File: src/rtl/param_signal_generator_if.sv
// ============================================================================
// Module  : param_signal_generator_if
// Purpose : Control and sample bundle for the multi-mode waveform generator.
// Rev     : 1.0  initial release
// ============================================================================
`default_nettype none

interface param_signal_generator_if #(
    parameter int W = 5
);
    logic         en;
    logic [1:0]   mode;
    logic [W-1:0] amp;
    logic [W-1:0] wave;
    logic         period_start;
    logic [1:0]   mode_active;

    modport master (
        output en, mode, amp,
        input  wave, period_start, mode_active
    );

    modport slave (
        input  en, mode, amp,
        output wave, period_start, mode_active
    );
endinterface

`default_nettype wire

File: src/rtl/param_signal_generator.sv
// ============================================================================
// Module  : param_signal_generator
// Purpose : Square/sawtooth/triangle generator with phase-aligned mode and
//           amplitude changes and an immediate hold mode.
// Rev     : 1.0  initial release
// ============================================================================
`default_nettype none

module param_signal_generator #(
    parameter int W       = 5,
    parameter int MAX_AMP = 20,
    parameter int HALF    = 10
) (
    input  wire logic                clk,
    input  wire logic                rst,
    param_signal_generator_if.slave  sig
);

    typedef enum logic [1:0] {
        MODE_SQUARE = 2'd0,
        MODE_SAW    = 2'd1,
        MODE_TRI    = 2'd2,
        MODE_HOLD   = 2'd3
    } mode_t;

    localparam int               CNT_W    = $clog2(2 * HALF);
    localparam logic [CNT_W-1:0] CNT_LAST = CNT_W'(2 * HALF - 1);
    localparam logic [CNT_W-1:0] CNT_HIGH = CNT_W'(HALF);
    localparam logic [W-1:0]     AMP_MAX  = W'(MAX_AMP);
    localparam logic [W-1:0]     ONE      = W'(1);

    mode_t            cur_mode;
    logic [W-1:0]     amp_r;
    logic [CNT_W-1:0] cnt;
    logic             dir;
    logic             first;
    logic [W-1:0]     wave;
    logic             period_start;

    logic [W-1:0]     amp_clip;
    logic             boundary;
    logic [CNT_W-1:0] cnt_next;

    assign cnt_next = cnt + 1'b1;

    always_comb begin
        amp_clip = sig.amp;
        if (sig.amp == '0)
            amp_clip = ONE;
        else if (sig.amp > AMP_MAX)
            amp_clip = AMP_MAX;
    end

    // A boundary edge is one whose next sample is the 0 that opens a period.
    always_comb begin
        boundary = 1'b0;
        case (cur_mode)
            MODE_SQUARE: boundary = (cnt == CNT_LAST);
            MODE_SAW:    boundary = (wave == amp_r);
            MODE_TRI:    boundary = dir ? (wave == ONE)
                                        : ((wave == amp_r) && (amp_r == ONE));
            MODE_HOLD:   boundary = (sig.mode != 2'd3);
            default:     boundary = 1'b0;
        endcase
        if (first)
            boundary = 1'b1;
    end

    always_ff @(posedge clk) begin
        if (rst) begin
            cur_mode     <= MODE_SQUARE;
            amp_r        <= ONE;
            cnt          <= '0;
            dir          <= 1'b0;
            first        <= 1'b1;
            wave         <= '0;
            period_start <= 1'b0;
        end else if (!sig.en) begin
            period_start <= 1'b0;
        end else if (boundary) begin
            cur_mode     <= mode_t'(sig.mode);
            amp_r        <= amp_clip;
            cnt          <= '0;
            dir          <= 1'b0;
            first        <= 1'b0;
            wave         <= '0;
            period_start <= 1'b1;
        end else begin
            period_start <= 1'b0;
            if (sig.mode == 2'd3) begin
                cur_mode <= MODE_HOLD;
            end else begin
                case (cur_mode)
                    MODE_SQUARE: begin
                        cnt  <= cnt_next;
                        wave <= (cnt_next >= CNT_HIGH) ? amp_r : '0;
                    end
                    MODE_SAW: begin
                        wave <= wave + ONE;
                    end
                    MODE_TRI: begin
                        if (dir) begin
                            wave <= wave - ONE;
                        end else if (wave == amp_r) begin
                            dir  <= 1'b1;
                            wave <= wave - ONE;
                        end else begin
                            wave <= wave + ONE;
                        end
                    end
                    default: begin
                    end
                endcase
            end
        end
    end

    assign sig.wave         = wave;
    assign sig.period_start = period_start;
    assign sig.mode_active  = cur_mode;

endmodule

`default_nettype wire

File: src/flat_wrapper.sv
// flat-port wrapper written by rule: the top's interface ports become plain ports
module param_signal_generator_flat 
#(
    parameter int W       = 5,
    parameter int MAX_AMP = 20,
    parameter int HALF    = 10
)
  (clk, rst, sig_en, sig_mode, sig_amp, sig_wave, sig_period_start, sig_mode_active);
  param_signal_generator_if #(.W(W)) sig_i ();
  input  wire logic clk;
  input  wire logic rst;
  input wire logic [$bits(sig_i.en)-1:0] sig_en;
  input wire logic [$bits(sig_i.mode)-1:0] sig_mode;
  input wire logic [$bits(sig_i.amp)-1:0] sig_amp;
  output wire logic [$bits(sig_i.wave)-1:0] sig_wave;
  output wire logic [$bits(sig_i.period_start)-1:0] sig_period_start;
  output wire logic [$bits(sig_i.mode_active)-1:0] sig_mode_active;
  assign sig_i.en = sig_en;
  assign sig_i.mode = sig_mode;
  assign sig_i.amp = sig_amp;
  assign sig_wave = sig_i.wave;
  assign sig_period_start = sig_i.period_start;
  assign sig_mode_active = sig_i.mode_active;
  param_signal_generator #(.W(W), .MAX_AMP(MAX_AMP), .HALF(HALF)) u_core (.clk(clk), .rst(rst), .sig(sig_i));
endmodule
File: config.mk
export PLATFORM = sky130hd
export DESIGN_NAME = param_signal_generator_flat
export DESIGN_NICKNAME = d
export VERILOG_FILES = /design/src/rtl/param_signal_generator_if.sv /design/src/rtl/param_signal_generator.sv /design/src/flat_wrapper.sv
export SDC_FILE = /design/constraint.sdc
export NUM_CORES = 1
export LEC_CHECK = 0
export CAP_MARGIN = 40
export CORE_ASPECT_RATIO = 0.9
export CORE_MARGIN = 2
export CORE_UTILIZATION = 40
export DETAILED_ROUTE_END_ITERATION = 12
export HOLD_SLACK_MARGIN = 0.08
export PLACE_DENSITY = 0.66
export SETUP_SLACK_MARGIN = 0.5
export SLEW_MARGIN = 20
export SYNTH_ARGS = -nofsm -noshare
export SYNTH_HDL_FRONTEND = slang
export SYNTH_SLANG_ARGS = --single-unit
File: constraint.sdc
create_clock -name clk -period 4.9 [get_ports clk]
set_input_delay 0.98 -clock clk [delete_from_list [all_inputs] [get_ports clk]]
set_output_delay 0.98 -clock clk [all_outputs]
set_load 0.1 [all_outputs]
==> Word level (Yosys, flattened, before mapping) <==
Index checks and enable logic that the tools add are counted.
{ "classes": {"addsub": 3, "n_lt_le_gt_ge": 2, "eq_ne": 10, "n_mux": 22, "bitwise": 1, "reduce_logical": 13} }
{ "op_table": {"columns": ["operator", "n"], "rows": [
  ["5-bit two-way mux", 10],
  ["5-bit case mux with 3 select lines", 1],
  ["5-bit by 1-bit adder with 5-bit output, second input constant", 2],
  ["5-bit by 1-bit == test with 1-bit output, second input constant", 2],
  ["3-bit AND reduction", 3],
  ["1-bit two-way mux", 8],
  ["2-bit == test, second input constant", 3],
  ["2-bit nonzero test", 3],
  ["5-bit == test", 1],
  ["5-bit == test, second input constant", 1],
  ["5-bit by 4-bit >= comparator with 1-bit output, second input constant", 1],
  ["5-bit greater-than comparator, second input constant", 1],
  ["5-bit logical NOT", 1],
  ["5-bit by 1-bit subtractor with 5-bit output, second input constant", 1],
  ["2-bit two-way mux", 2],
  ["1-bit case mux with 4 select lines", 1],
  ["2-bit AND reduction", 2],
  ["4-bit nonzero test", 1],
  ["2-bit by 1-bit == test with 1-bit output, second input constant", 1],
  ["2-bit logical NOT", 1],
  ["2-bit by 1-bit inequality test with 1-bit output, second input constant", 1],
  ["2-bit inequality test, second input constant", 1],
  ["2-bit OR reduction", 1],
  ["1-bit logical AND", 1],
  ["1-bit inverter", 1]
]} }
{ "word_totals": {"reg_bits": 20, "inputBits": 10, "output_inout_bits": 8, "elab_cells": 58} }

==> Logic depth before layout (Yosys ltp) <==
{ "depth": {"ltp_word": 7, "ltp_mapped": 9, "ltp_nobuf": 8} }

==> Worst setup path after synthesis <==
No wires, ideal clock.
{ "synth_path": {"kind": "register -> register", "start": "reg u_core.cur_mode[0], in the netlist u_core.sig.mode_active[0]", "end": "reg u_core.wave[2], in the netlist u_core.sig.wave[2]", "setup_time_ns": 0.060, "arrival_ns": 2.652, "t_required_ns": 4.840, "setup_slack_ns": 2.188, "path_stages_with_launch": 8, "path_buffers": 0, "synth_period_minus_slack_ns": 2.712, "cell_sequence": "dfxtp_1 > inv_1 > ha_1 > a21o_1 > a311o_1 > o2bb2ai_1 > nor3_2 > a32o_1"} }
{ "synth_between": {"elab_chain_len": 5, "elab_cells_between_ends": 12, "classes_between": "eq/ne (4); mux (5); reduce/logical (3)"} }
{ "synth_lines": {"columns": ["item", "line", "rtl"], "rows": [
  ["from (decl)", "param_signal_generator.sv:32", "mode_t cur_mode;"],
  ["from (signal assigned)", "param_signal_generator.sv:81", "cur_mode <= mode_t'(sig.mode);"],
  ["2-bit == test, or another cell as far along", "param_signal_generator.sv:57", "case (cur_mode)"],
  ["1-bit case mux with 4 select lines", "param_signal_generator.sv:57", null],
  ["1-bit two-way mux", "param_signal_generator.sv:65", "if (first)"],
  ["2-bit by 1-bit inequality test with 1-bit output (no line) or 4-bit nonzero test (tied branches)", null, null],
  ["3-bit AND reduction (no line)", null, null],
  ["to (signal assigned)", "param_signal_generator.sv:96", "wave <= (cnt_next >= CNT_HIGH) ? amp_r : '0;"],
  ["to (signal assigned)", "param_signal_generator.sv:99", "wave <= wave + ONE;"],
  ["to (signal assigned)", "param_signal_generator.sv:103", "wave <= wave - ONE;"],
  ["to (decl)", "param_signal_generator.sv:37", "logic [W-1:0] wave;"]
]} }
Parallel ways exist; a longest one is shown, timed or not. The select of a mux whose other input is x is not followed.
A chain may end at the register's enable or synchronous reset.

==> Worst setup path after layout <==
{ "layout_path": {"start": "in sig_mode[0]", "end": "reg u_core.wave[4], in the netlist u_core.sig.wave[4]"} }
{ "layout_between": {"elab_chain_len": 5, "elab_cells_between_ends": 8, "classes_between": "eq/ne (3); mux (3); reduce/logical (2)"} }
{ "layout_lines": {"columns": ["item", "line", "rtl"], "rows": [
  ["from (decl)", "flat_wrapper.sv:13", "input wire logic [$bits(sig_i.mode)-1:0] sig_mode;"],
  ["2-bit inequality test", "param_signal_generator.sv:62", "MODE_HOLD: boundary = (sig.mode != 2'd3);"],
  ["1-bit case mux with 4 select lines", "param_signal_generator.sv:57", null],
  ["1-bit two-way mux", "param_signal_generator.sv:65", null],
  ["2-bit by 1-bit inequality test with 1-bit output (no line) or 4-bit nonzero test (tied branches)", null, null],
  ["3-bit AND reduction (no line)", null, null]
]} }
Parallel ways exist; a longest one is shown, timed or not.

==> impl_metrics.tcl <==
set metrics [dict create \
    design.portCount 18 \
    overflow 0 \
    die_area_um2 3997 \
    synth_top_family_by_area "compound AO/OA/AOI/OAI gates" \
    r2r_end "u_core.sig.wave[4]" \
    track_usage_pct 18.83 \
    grt_max_degree 19 \
    worstSetupStartpointType "input port" \
    ys_types 45 \
    grt_pass1_wl_mm 5.740 \
    dieHeight_um 60.18 \
    worstMarginPinSlew_ns 0.6623 \
    use_met3_pct 3.578 \
    vias 1369 \
    skew_ns 0.004305 \
    holdPathEnd "u_core.first" \
    core_um2 3378 \
    crit_fanout 15 \
    synth-simple-area-share_pct 23.91 \
    syn-cell-area_um2 1403 \
    worst-r2r-setup-slack_ns 2.34 \
    drive_above_1_share_pct 9.375 \
    clk_pin_slew_ns 0.08 \
    seq_area_frac_synth_pct 28.55 \
    drt_iter0_markers 127 \
    hp-start "u_core.first" \
    antenna_found_initial 0 \
    dp_hpwl_mm 2.561 \
    synth_edf_count 0 \
    place.port_buffers 17 \
    num_rows 20 \
    met2_usage_pct 31.86 \
    globalplace.congestion 0.8535 \
    syn_avg_cell_area_um2 8.251 \
    crit_required_ns 5.10 \
    peakVddDrop_mv 0.1676 \
    synth-compound-area-share_pct 26.76 \
    syn_nets 189 \
    p_seq_share_pct 39.2 \
    viasPerCell 5.801 \
    synth_xor_area_share_pct 7.493 \
    synthFlopType "dfxtp_1" \
    critPathKind "in -> reg" \
    fin_ws_ns 2.161 \
    dr.pass1.iters 5 \
    cts.sinks 20 \
    setup_viol 0 \
    area_growth_pct 27.56 \
    final.min_clock_period_ns 2.739 \
    diodes 0 \
    post_cts_resized 0 \
    synthMuxAreaShare_pct 0.7136 \
    drt_wl_total_mm 3.446 \
    async_flop_share_pct 0 \
    top_usage_layer "met2" \
    critPathCaptureType "flip-flop" \
    yosys_warnings 0 \
    reg2reg_depth 7 \
    final_area_um2 1789 \
    grt_setup_unrepaired "false" \
    layout_commonest_cell "dfxtp_1" \
    nets 212 \
    clockRootBuffer "clkbuf_8" \
    synth_cells 170 \
    hold_path.class "reg -> reg" \
    synthAdderAreaFrac_pct 8.029 \
    slew_headroom_pct 55.71 \
    die-width_um 66.42 \
    whs_ns 0.4985 \
    start_util_pct 41.52 \
    p_sw_uw 130.7 \
    multi_input_area_um2 938.4 \
    p_per_area_nw_per_um2 251.4 \
    cap_violations 0 \
    cts_max_level 1 \
    placed_cell_area_um2 1718 \
    wire_per_inst_um 14.60 \
    pre_cts_ws_ns 1.911 \
    seq_area_um2 400.4 \
    grt.met1_usage_pct 24.80 \
    swShare_pct 29.05 \
    hold_depth 1 \
    postCtsSetupRepairBufs 0 \
    cts.path.max_buffers 2 \
    drtAntennaViolNets 0 \
    p_int_uw 319.1 \
    grt_pass1_vias 1213 \
    fin_setup_tns_ns 0 \
    fmax_mhz 365.1 \
    clk_latency_ns 0.26 \
    period_share_pct 55.90 \
    hold_buffers 0 \
    status "finished, final reports clean" \
    synth_seq_cells 20 \
    drc 0 \
    comb_power_share_pct 24.2 \
    r2r_start "u_core.cnt[0]" \
    slew_viol_final 0 \
    hold_viol_final 0 \
    p_clk_share_pct 36.5 \
    final_cell_mix "dfxtp_1, clkdlybuf4s50_1, nor2_1" \
    cts_tree "built" \
    numCtsBuffers 3 \
    cellLeakagePower_nw 0.6984 \
    filler_cell_count 321 \
    crit_arrival_ns 2.94 \
]
==> power groups by stage <==
stage | sequential [mW] | clock (mW) | combinational [mW]
finish | 0.176 | 0.164 | 0.109
global route | 0.177 | 0.174 | 0.118
CTS | 0.176 | 0.169 | 0.108
detailed placement | 0.180 | 0 | 0.108
global placement | 0.180 | 0 | 0.0993
floorplan | 0.192 | 0 | 0.0596
==> through the flow <==
step	instances	power [mW]	utilization, %
after floorplan	170	0.2520	-
final	236	0.4498	52.96
after global placement	224	0.2792	47.30
after detailed placement	232	0.2878	50.85
after global routing	236	0.4697	52.96
after CTS	236	0.4536	52.96
==> sequential cells by signal, indices dropped and copies added (netlist names) <==
signal / flops
u_core.amp_r: 5
u_core.cnt: 5
u_core.dir: 1
u_core.first: 1
u_core.sig.mode_active: 2
u_core.sig.period_start: 1
u_core.sig.wave: 5
==> layout make-up <==
type                       instances  share of cell area, %
clock buffer                       3                  2.308
clock inverter                     1                  1.678
inverter                           9                  1.888
multi-input combinational        134                  52.45
sequential                        20                  22.38
tap                               44                  3.077
timing repair buffer              25                  16.22
==> logic make-up after synthesis <==
kind of cell,count (synthesis)
buffers and inverters,16
AO/OA/AOI/OAI,52
adder cells (fa/ha/maj),9
multiplexers,1
AND/OR/NAND/NOR,60
flip-flops,20
XOR/XNOR,12
==> worst max path at each step <==
stage	from	endpoint	depth (start not counted)
floorplan	u_core.sig.mode_active[0]	u_core.sig.wave[2]	7
detailed placement	sig_mode[0]	u_core.sig.wave[3]	6
CTS	sig_mode[0]	u_core.sig.wave[4]	6
global route	sig_mode[1]	u_core.sig.wave[4]	6
global placement	sig_mode[0]	u_core.sig.wave[3]	6
finish	sig_mode[0]	u_core.sig.wave[4]	6
==> layer usage <==
layer | up-vias | share of wire [%] | wire, µm
met3 | 2 | 5.0 | 173
met2 | 33 | 46 | 1587
met4 | 0 | 0.52 | 18
met5 | - | 0 | 0
li1 | 679 | - | -
met1 | 655 | 48 | 1667
==> worst max-delay path: stages <==
cell             delay, ns
clkdlybuf4s50_1       0.52
a21boi_0              0.12
a311oi_1              0.21
o32a_1                0.56
and3b_1               0.36
a22o_1                0.18
==> synthesized netlist by cell type (2+ instances only) <==
cell type  count  area share, %
a211o_1        2            1.2
a211oi_1       5            2.7
a21o_1         3            1.6
a21oi_1        9            3.2
a22o_1         4            2.5
a31oi_1        5            2.2
and2_1         2           0.89
buf_2          3            1.1
clkbuf_1       4            1.1
dfxtp_1       20             29
ha_1           9            8.0
inv_1          9            2.4
nand2_1       12            3.2
nand2b_1       3            1.3
nand3_1        8            2.9
nand3b_1       3            1.6
nand4_1        2           0.89
nor2_1        13            3.5
nor3_1         6            2.1
nor3_2         2            1.4
o211ai_1       4            2.1
o21ai_0        5            1.8
o221ai_1       2            1.2
o2bb2ai_1      3            1.9
o32a_1         2            1.4
xor2_1        11            6.9
(Power assumes the default switching activity.)
